--- src/rtl/aes_pkg.sv ---
// Shared AES decrypt-side constants: inverse S-box table, FSM state encoding,
// and the step-count helper for the lane-parallel byte substitution unit.
package aes_pkg;

    typedef enum logic [1:0] {
        IDLE = 2'd0,
        BUSY = 2'd1,
        DONE = 2'd2
    } state_e;

    localparam int LANES_DEF = 4;

    // Processing cycles per 16-byte block for a given lane count.
    function automatic int nstep_of(input int lanes);
        return 16 / lanes;
    endfunction

    localparam int NSTEP = nstep_of(LANES_DEF);

    // Inverse S-box: index = input byte (high nibble = row, low nibble = column).
    localparam logic [0:255][7:0] INV_SBOX = {
        8'h52, 8'h09, 8'h6a, 8'hd5, 8'h30, 8'h36, 8'ha5, 8'h38, 8'hbf, 8'h40, 8'ha3, 8'h9e, 8'h81, 8'hf3, 8'hd7, 8'hfb,
        8'h7c, 8'he3, 8'h39, 8'h82, 8'h9b, 8'h2f, 8'hff, 8'h87, 8'h34, 8'h8e, 8'h43, 8'h44, 8'hc4, 8'hde, 8'he9, 8'hcb,
        8'h54, 8'h7b, 8'h94, 8'h32, 8'ha6, 8'hc2, 8'h23, 8'h3d, 8'hee, 8'h4c, 8'h95, 8'h0b, 8'h42, 8'hfa, 8'hc3, 8'h4e,
        8'h08, 8'h2e, 8'ha1, 8'h66, 8'h28, 8'hd9, 8'h24, 8'hb2, 8'h76, 8'h5b, 8'ha2, 8'h49, 8'h6d, 8'h8b, 8'hd1, 8'h25,
        8'h72, 8'hf8, 8'hf6, 8'h64, 8'h86, 8'h68, 8'h98, 8'h16, 8'hd4, 8'ha4, 8'h5c, 8'hcc, 8'h5d, 8'h65, 8'hb6, 8'h92,
        8'h6c, 8'h70, 8'h48, 8'h50, 8'hfd, 8'hed, 8'hb9, 8'hda, 8'h5e, 8'h15, 8'h46, 8'h57, 8'ha7, 8'h8d, 8'h9d, 8'h84,
        8'h90, 8'hd8, 8'hab, 8'h00, 8'h8c, 8'hbc, 8'hd3, 8'h0a, 8'hf7, 8'he4, 8'h58, 8'h05, 8'hb8, 8'hb3, 8'h45, 8'h06,
        8'hd0, 8'h2c, 8'h1e, 8'h8f, 8'hca, 8'h3f, 8'h0f, 8'h02, 8'hc1, 8'haf, 8'hbd, 8'h03, 8'h01, 8'h13, 8'h8a, 8'h6b,
        8'h3a, 8'h91, 8'h11, 8'h41, 8'h4f, 8'h67, 8'hdc, 8'hea, 8'h97, 8'hf2, 8'hcf, 8'hce, 8'hf0, 8'hb4, 8'he6, 8'h73,
        8'h96, 8'hac, 8'h74, 8'h22, 8'he7, 8'had, 8'h35, 8'h85, 8'he2, 8'hf9, 8'h37, 8'he8, 8'h1c, 8'h75, 8'hdf, 8'h6e,
        8'h47, 8'hf1, 8'h1a, 8'h71, 8'h1d, 8'h29, 8'hc5, 8'h89, 8'h6f, 8'hb7, 8'h62, 8'h0e, 8'haa, 8'h18, 8'hbe, 8'h1b,
        8'hfc, 8'h56, 8'h3e, 8'h4b, 8'hc6, 8'hd2, 8'h79, 8'h20, 8'h9a, 8'hdb, 8'hc0, 8'hfe, 8'h78, 8'hcd, 8'h5a, 8'hf4,
        8'h1f, 8'hdd, 8'ha8, 8'h33, 8'h88, 8'h07, 8'hc7, 8'h31, 8'hb1, 8'h12, 8'h10, 8'h59, 8'h27, 8'h80, 8'hec, 8'h5f,
        8'h60, 8'h51, 8'h7f, 8'ha9, 8'h19, 8'hb5, 8'h4a, 8'h0d, 8'h2d, 8'he5, 8'h7a, 8'h9f, 8'h93, 8'hc9, 8'h9c, 8'hef,
        8'ha0, 8'he0, 8'h3b, 8'h4d, 8'hae, 8'h2a, 8'hf5, 8'hb0, 8'hc8, 8'heb, 8'hbb, 8'h3c, 8'h83, 8'h53, 8'h99, 8'h61,
        8'h17, 8'h2b, 8'h04, 8'h7e, 8'hba, 8'h77, 8'hd6, 8'h26, 8'he1, 8'h69, 8'h14, 8'h63, 8'h55, 8'h21, 8'h0c, 8'h7d
    };

endpackage

--- src/rtl/inv_s_box_byte.sv ---
// Single-byte inverse S-box lookup; purely combinational.
module inv_s_box_byte
    import aes_pkg::*;
(
    input  logic [7:0] raw,
    output logic [7:0] sub
);

    assign sub = INV_SBOX[raw];

endmodule

--- src/rtl/inv_sub_bytes_seq.sv ---
// Sequential inverse SubBytes: accepts a 128-bit state, substitutes LANES bytes
// per cycle through the inverse S-box, and holds the result until accepted.
module inv_sub_bytes_seq
    import aes_pkg::*;
#(
    parameter int LANES = LANES_DEF
) (
    input  logic         clk,
    input  logic         n_rst,
    input  logic         in_valid,
    output logic         in_ready,
    input  logic [127:0] in_data,
    output logic         out_valid,
    input  logic         out_ready,
    output logic [127:0] out_data
);

    localparam int N_STEP = nstep_of(LANES);
    localparam int STEP_W = (N_STEP > 1) ? $clog2(N_STEP) : 1;

    if (16 % LANES != 0) begin : g_bad_lanes
        $error("inv_sub_bytes_seq: LANES must divide 16");
    end

    state_e                  state, state_nxt;
    logic [15:0][7:0]        state_reg;
    logic [STEP_W-1:0]       step;
    logic                    last_step;
    logic [LANES-1:0][3:0]   lane_idx;
    logic [LANES-1:0][7:0]   lane_raw;
    logic [LANES-1:0][7:0]   lane_sub;

    assign last_step = (step == STEP_W'(N_STEP - 1));
    assign out_data  = state_reg;

    // Lane k works on byte step*LANES+k of the held state.
    always_comb begin
        lane_idx = '0;
        lane_raw = '0;
        for (int k = 0; k < LANES; k++) begin
            lane_idx[k] = 4'(int'(step) * LANES + k);
            lane_raw[k] = state_reg[lane_idx[k]];
        end
    end

    for (genvar g = 0; g < LANES; g++) begin : g_lane
        inv_s_box_byte u_sbox (
            .raw (lane_raw[g]),
            .sub (lane_sub[g])
        );
    end

    // FSM state register.
    always_ff @(posedge clk) begin
        if (!n_rst) state <= IDLE;
        else        state <= state_nxt;
    end

    // Next-state logic; handshake outputs depend on the registered state only.
    always_comb begin
        state_nxt = state;
        in_ready  = 1'b0;
        out_valid = 1'b0;
        case (state)
            IDLE: begin
                in_ready = 1'b1;
                if (in_valid) state_nxt = BUSY;
            end
            BUSY: begin
                if (last_step) state_nxt = DONE;
            end
            DONE: begin
                out_valid = 1'b1;
                if (out_ready) state_nxt = IDLE;
            end
            default: state_nxt = IDLE;
        endcase
    end

    // Datapath: capture on accept, overwrite LANES bytes per BUSY cycle.
    // step returns to zero after the last slice so it never wraps past NSTEP-1.
    always_ff @(posedge clk) begin
        if (!n_rst) begin
            state_reg <= '0;
            step      <= '0;
        end else begin
            case (state)
                IDLE: begin
                    if (in_valid) begin
                        state_reg <= in_data;
                        step      <= '0;
                    end
                end
                BUSY: begin
                    for (int k = 0; k < LANES; k++)
                        state_reg[lane_idx[k]] <= lane_sub[k];
                    step <= last_step ? '0 : step + STEP_W'(1);
                end
                default: ;
            endcase
        end
    end

endmodule
--- config.mk ---
export PLATFORM = sky130hd
export DESIGN_NAME = inv_sub_bytes_seq
export DESIGN_NICKNAME = d
export VERILOG_FILES = /design/src/rtl/aes_pkg.sv /design/src/rtl/inv_s_box_byte.sv /design/src/rtl/inv_sub_bytes_seq.sv
export SDC_FILE = /design/constraint.sdc
export NUM_CORES = 1
export LEC_CHECK = 0
export BUFFER_PORTS_ARGS = -buffer_cell sky130_fd_sc_hd__buf_4
export CAP_MARGIN = 20
export CORE_ASPECT_RATIO = 0.7
export CORE_MARGIN = 4
export CORE_UTILIZATION = 27
export CTS_BUF_LIST = sky130_fd_sc_hd__clkbuf_16
export DETAILED_ROUTE_END_ITERATION = 7
export GPL_TIMING_DRIVEN = 0
export SYNTH_ARGS = -nofsm -noshare
export SYNTH_HDL_FRONTEND = slang
export SYNTH_SLANG_ARGS = --single-unit
--- constraint.sdc ---
create_clock -name clk -period 3.9 [get_ports clk]
set_clock_uncertainty 0.1 [all_clocks]
set_input_delay 0.39 -clock clk [delete_from_list [all_inputs] [get_ports clk]]
set_output_delay 0.39 -clock clk [all_outputs]
set_load 0.02 [all_outputs]
### Yosys cells after proc, flatten, opt, wreduce, memory -nomap -nowiden

Memory sizes are Yosys's and may differ from the RTL's.
Index checks and enable logic that the tools add are counted.

| word-level totals | value |
|---|---|
| memories kept | 4 |
| input port bits | 132 |
| memory bits (writable) | 0 |
| logic and storage cells | 95 |
| bits in read-only memories | 8192 |
| latch bits | 0 |
| bits in registers | 132 |
| output and inout port bits | 130 |

| cells by class | value |
|---|---|
| muxes and demuxes | 39 |
| magnitude comparators | 12 |
| bitwise logic cells | 4 |
| reduce and logical (&&, ||, !) cells | 8 |
| divide/modulo/power cells | 0 |
| shifts and indexed selects | 0 |
| add/sub/neg operators | 4 |
| equal/unequal tests | 6 |
| multiply operators | 0 |

Memories:

| name | words | width | rd ports | clocked after Yosys merged registers in | wr ports | RTL line | RTL |
|---|---|---|---|---|---|---|---|
| (no name shown) | 256 | 8 | 1 | 0 | 0 | inv_s_box_byte.sv:9 | `assign sub = INV_SBOX[raw];` |
| (no name shown) | 256 | 8 | 1 | 0 | 0 | inv_s_box_byte.sv:9 |  |
| (no name shown) | 256 | 8 | 1 | 0 | 0 | inv_s_box_byte.sv:9 |  |
| (no name shown) | 256 | 8 | 1 | 0 | 0 | inv_s_box_byte.sv:9 |  |

Operators with widths:

| operator | number |
|---|---|
| $bwmux 128 | 4 |
| $pmux 128 s2 | 1 |
| $mux 128 | 1 |
| $mux 8 | 16 |
| $bmux 8 s4 | 3 |
| $demux 8 s4 | 3 |
| $ge 9x9->1 const B | 4 |
| $not 8->9 | 4 |
| $lt 4x5->1 const B | 4 |
| $bmux 8 s2 | 1 |
| $demux 8 s2 | 1 |
| $ge 4x1->1 const B | 4 |
| $mux 2 | 5 |
| $add 4x2->4 const B | 2 |
| $ne 2x2->1 const B | 3 |
| $pmux 2 s3 | 1 |
| $add 4x1->4 const B | 1 |
| $eq 2x2->1 const B | 2 |
| $logic_and 1x1->1 | 4 |
| $pmux 2 s2 | 1 |
| $reduce_and 3->1 | 1 |
| $add 2x1->2 const B | 1 |
| $eq 2x1->1 const B | 1 |
| $logic_not 2->1 | 1 |
| other kinds (3) | 4 |

### Depth between registers and ports, before layout

| depth | value |
|---|---|
| depth after elaboration | 11 |
| mapped depth | 18 |
| gate-level depth less buffers | 12 |

### Hierarchy

From an unflattened synthesis, not the netlist that was laid out.

| second synthesis, totals | value |
|---|---|
| cell total of the unflattened synthesis | 2777 |
| area total of the unflattened synthesis | 20656.1 um^2 |

Modules (own cells, without submodules):

| module | sequential area each (um^2) | times used | area an instance (um^2) | cells each |
|---|---|---|---|---|
| inv_s_box_byte (g_lane[2].u_sbox ...) | 0.0 | 2 | 3575.9 | 554 |
| inv_s_box_byte (g_lane[0].u_sbox ...) | 0.0 | 2 | 3500.9 | 555 |
| inv_sub_bytes_seq | 2642.5 | 1 | 6502.5 | 559 |

### Worst setup path after synthesis

Ideal clock, no wire load.

| path | value |
|---|---|
| path type | reg2reg |
| start | register step[1] |
| end | register state_reg, in the netlist out_data[106] |
| stages on the path, launching flop included | 16 |
| data arrival time | 3.780 ns |
| clock period less this slack | 3.997 ns |
| required time | 3.683 ns |
| path slack | -0.097 ns |
| cells stage by stage | dfxtp_1 > buf_6 > mux4_2 > clkbuf_1 > clkbuf_1 > inv_1 > ha_1 > clkbuf_1 > inv_1 > a21boi_0 > a221oi_1 > a31o_1 > a2111oi_0 > a32oi_1 > o22ai_1 > nor2_1 |

| on the way | value |
|---|---|
| cells in the longest elaborated chain, start to end | 11 |

Ends and longest elaborated chain:

| item | RTL line | RTL |
|---|---|---|
| start: declaration | inv_sub_bytes_seq.sv:27 | `logic [STEP_W-1:0] step;` |
| start signal: assignment | inv_sub_bytes_seq.sv:97 | `step <= last_step ? '0 : step + STEP_W'(1);` |
| $add 4x1->4 / $bmux 8 s2 (equally long branches) | inv_sub_bytes_seq.sv:41, inv_sub_bytes_seq.sv:42 |  |
| $bmux 8 s4 / $mux 8 (equally long branches) | inv_sub_bytes_seq.sv:42 | `lane_raw[k] = state_reg[lane_idx[k]];` |
| $mux 8 (not written as such) / $not 8->9 (equally long branches) | inv_sub_bytes_seq.sv:42, inv_s_box_byte.sv:9 |  |
| $not 8->9 (not written as such) / $mem_v2 256x8 (equally long branches) | -- |  |
| $mem_v2 256x8 / $mux 8 (equally long branches) | -- |  |
| $mux 8 (not written as such) | inv_s_box_byte.sv:9 |  |
| $mux 8 (not written as such) / $bwmux 128 (equally long branches) | inv_s_box_byte.sv:9, inv_sub_bytes_seq.sv:96 |  |
| $bwmux 128 (2 in series) | inv_sub_bytes_seq.sv:96 | `state_reg[lane_idx[k]] <= lane_sub[k];` |
| $bwmux 128 (*) | inv_sub_bytes_seq.sv:96 |  |
| $pmux 128 s2 (*) | inv_sub_bytes_seq.sv:87 | `case (state)` |
| end signal: assignment | inv_sub_bytes_seq.sv:90 | `state_reg <= in_data;` |
| end signal: indexed assignment | inv_sub_bytes_seq.sv:96 |  |
| end: declaration | inv_sub_bytes_seq.sv:26 | `logic [15:0][7:0] state_reg;` |

Mark *: on every way between the ends. The rest lies on a longest branch, timed or not. The select of a mux whose other input is x is not followed.
A chain may end at the register's enable or synchronous reset.

### Final worst setup path

| path | value |
|---|---|
| start | register step[1] |
| end | register state_reg, in the netlist out_data[1] |

The elaborated chain is that of the path after synthesis.

==> results by group <==
Cells and area
  – Fin area: 28,100 sq um
  – Max FFs per register: 128
  – Final nets: 3,482
  – FILL cells: 7,980
  – Final cell count without fillers: 4,263
  – Layout area overhead: 39.3%
  – FF+latch area: 2650 sq um
  – Layout cells sized above 1: 33.7%
  – Area of the multi-input gates: 17,600 sq um

Die
  – Core area: 73,700 sq um
  – # IOs: 262
  – Initial Util: 27.4%
  – # rows: 83
  – Die width: 335 um
  – Die area: 79,300 sq um
  – Die height: 237 um

Critical path
  – Worst-path fanout max: 7
  – Slowest stage cell on the critical path: mux4_2
  – Crit end category: flop
  – Arrival time worst endpoint: 4340 ps
  – Worst path depth: 16
  – R2R depth: 16
  – WP buf/inv: 7
  – Crit Path Category: reg -> reg
  – Max incr delay on CP: 520 ps
  – Worst Setup Start Kind: flop
  – Worst EP required: 4110 ps
  – CP cell instances: buf_12 > buf_16 > buf_16 > mux4_2 > clkinvlp_4 > ha_4 > clkinvlp_4 > buf_6 > or2_4 > a21o_1 > o311ai_2 > a21oi_1 > or3_1 > nand4_1 > buf_6 > a21oi_2
  – CP delay by family, top: buffers and inverters

Logic synthesis
  – Compound-cell area share of the yosys netlist: 42.0%
  – Mapped cell area: 20,200 sq um
  – Register bit total from synthesis: 132
  – Mux cell area share after synthesis: 9.37%
  – Async S/R FF share, synth: 0%
  – Main combinational cell family by area after synthesis: compound AO/OA/AOI/OAI gates
  – Post-synth top area cell: dfxtp_1
  – Sequential-to-total area share from yosys stat: 13.1%
  – Syn Inst Count: 2,842
  – Post-synthesis simple-gate area fraction: 20.6%
  – Yosys top cell area share: 13.1%
  – Main synth FF type: dfxtp_1
  – Avg Inst Size Synth: 7.10 sq um
  – Top post-synthesis cells by area: dfxtp_1 13%, a21oi_1 7.2%, o221ai_1 5.5%, ha_1 5.2%, nand2_1 4.8%
  – Syn nets: 3,058
  – Synth Area in Adders: 5.21%
  – XOR/XNOR Fraction of Synth Area: 0.818%
  – Post-synth EDFFs: 0
  – Syn. warnings: 0
  – Synth cell types: 97

Global routing
  – Number of global-route vias before repair: 28,300
  – Total gr overflow: 0
  – First-pass GRT wire length: 245,000 um
  – Initial antenna violation count: 12
  – GRT Util Overall: 43.5%
  – Largest net degree at the start of global routing: 20

Clock tree
  – CTS buffer count: 17
  – Hold buffers post-CTS: 0
  – H-tree depth: 4
  – Root Buffer Master: clkbuf_16
  – # clock sinks: 132
  – Reg clk slew, reported paths: 80 ps
  – CTS max path bufs: 2
  – TritonCTS clock tree: yes
  – Clock latency on the worst-skew pair: 470 ps

STA
  – Final min period: 4120 ps
  – Worst slew pin tran: 1270 ps
  – Count of final hold-check violations: 0
  – Fin crit share: 106%
  – RSZ-0062 raised after global routing: true
  – Max Slew Vio Count: 0
  – Final Worst Setup Slack: -223 ps
  – # setup viols final: 77
  – Max Fclk: 243 MHz
  – Max-slew headroom: 15.6%

Hold path
  – Hold Crit Class: in -> reg
  – Worst hold stages: 3

Place
  – Placed Area: 23,600 sq um
  – Worst slack at placement: -2270 ps
  – HPWL Detailed: 136,000 um
  – Placed Instances: 4,093
  – Input/output buffers: 260
  – GPL Wtd Cong: 1.06

Power
  – Total power: 14.9 mW
  – PwrDens: 529 nW/um^2
  – Worst vdd ir: 0.288 mV
  – Pleak: 10.2 nW

Detailed routing
  – Wire per inst: 43.0 um
  – WL final: 183,000 um
  – DR vias: 31,300
  – Vias per cell: 7.34
  – Detailed Routing Iterations Pass 1: 7
  – Drt initial violations: 5,892
  – ANT nets after route: 0
  – Drc violations: 0

Flow run
  – Max cap viols: 0

Outcome
  – Failing checks: negative setup slack
  – Status: complete, but fails checks
[final timing paths]
check | endpoint | from | slack, ps
max | out_data[1] | step[1] | -220
min | out_data[102] | in_data[102] | 70
max reg2reg | out_data[1] | step[1] | -220
min reg2reg | out_data[64] | out_data[64] | 450
[logic make-up (layout without fill, tap and decap cells)]
logic type,Yosys count,after routing
buffers and inverters,383,818
muxes,140,141
DFF,132,132
and+or+nand+nor,868,869
AOI/OAI and AO/OA,1217,1217
adders and majority gates,84,84
other,0,7
xor gates and xnor gates,18,18
[final cells by class]
type	instances	share of cell area, %
Multi-Input combinational cell	2329	62.6
Timing Repair Buffer	420	12.7
Antenna cell	7	0.0623
Tap cell	977	4.35
Clock buffer	17	1.51
Clock inverter	15	0.498
Inverter	43	0.912
Sequential cell	132	9.42
Buffer	323	7.98
[layout by cell type, fill, tap and decap left out, drive strengths merged, types with 26 or more instances in the layout]
cell type    n
buf        580
a21oi      292
nand2      260
nor2       194
o21ai      190
clkbuf     178
dfxtp      132
o221ai     126
nand3       94
ha          84
o211ai      79
mux2i       78
a211oi      72
nor3        71
a31oi       58
nand2b      52
nor2b       44
a311oi      39
o311ai      39
and2        38
o22ai       37
inv         35
mux4        34
a221oi      31
mux2        29
or2         26
[cells in the mapped netlist, drive strengths merged, types with 39 or more instances]
cell type	count
nand2b	52
a21oi	292
nand2	260
o211ai	79
nand3	94
dfxtp	132
o221ai	126
o21ai	190
mux2i	78
nor2	194
nor3	71
nor2b	44
ha	84
a211oi	72
clkbuf	173
o311ai	39
buf	167
inv	41
a31oi	58
a311oi	39
[routing by layer]
layer  share of wire, %  GRT usage [%]
met5              0.077              0
met4                6.0           18.0
met1                 40           59.3
met2                 37           57.0
met3                 17           21.5
[per-stage QoR]
| step | setup TNS [ps] | hold WS (ps) | utilization (%) |
|---|---|---|---|
| 2_1_floorplan | 0 | 365 | - |
| 3_3_place_gp | -244760 | 426 | 31.7 |
| 3_5_place_dp | -199870 | 425 | 32.0 |
| 4_1_cts | -47.4 | 87.9 | 35.7 |
| 5_1_grt | -3300 | 107 | 38.1 |
| 6_report | -5010 | 70.9 | 38.1 |
[power breakdown]
part	leakage [nW]	total [mW]	internal [mW]	switching (mW)
Combinational	8.87	11.5	3.75	7.74
Sequential	1.10	1.71	1.49	0.220
Clock	0.269	1.68	0.844	0.838
[worst register-to-register path, stage by stage (launching register included)]
cell and delay [ps]:
dfxtp_4 380, buf_12 140, buf_16 140, buf_16 160
mux4_2 530, clkinvlp_4 310, ha_4 370, clkinvlp_4 210
buf_6 190, or2_4 270, a21o_1 220, o311ai_2 80
a21oi_1 130, or3_1 420, nand4_1 110, buf_6 160
a21oi_2 60
[repair_timing]
item / in CTS / in global routing
gates cloned: 3 / 2
setup endpoints to repair: 128 / 128
resized for setup: 423 / 352
setup buffers: 74 / 69
pin swaps: 39 / 92
Power figures use the tool's default switching activity.
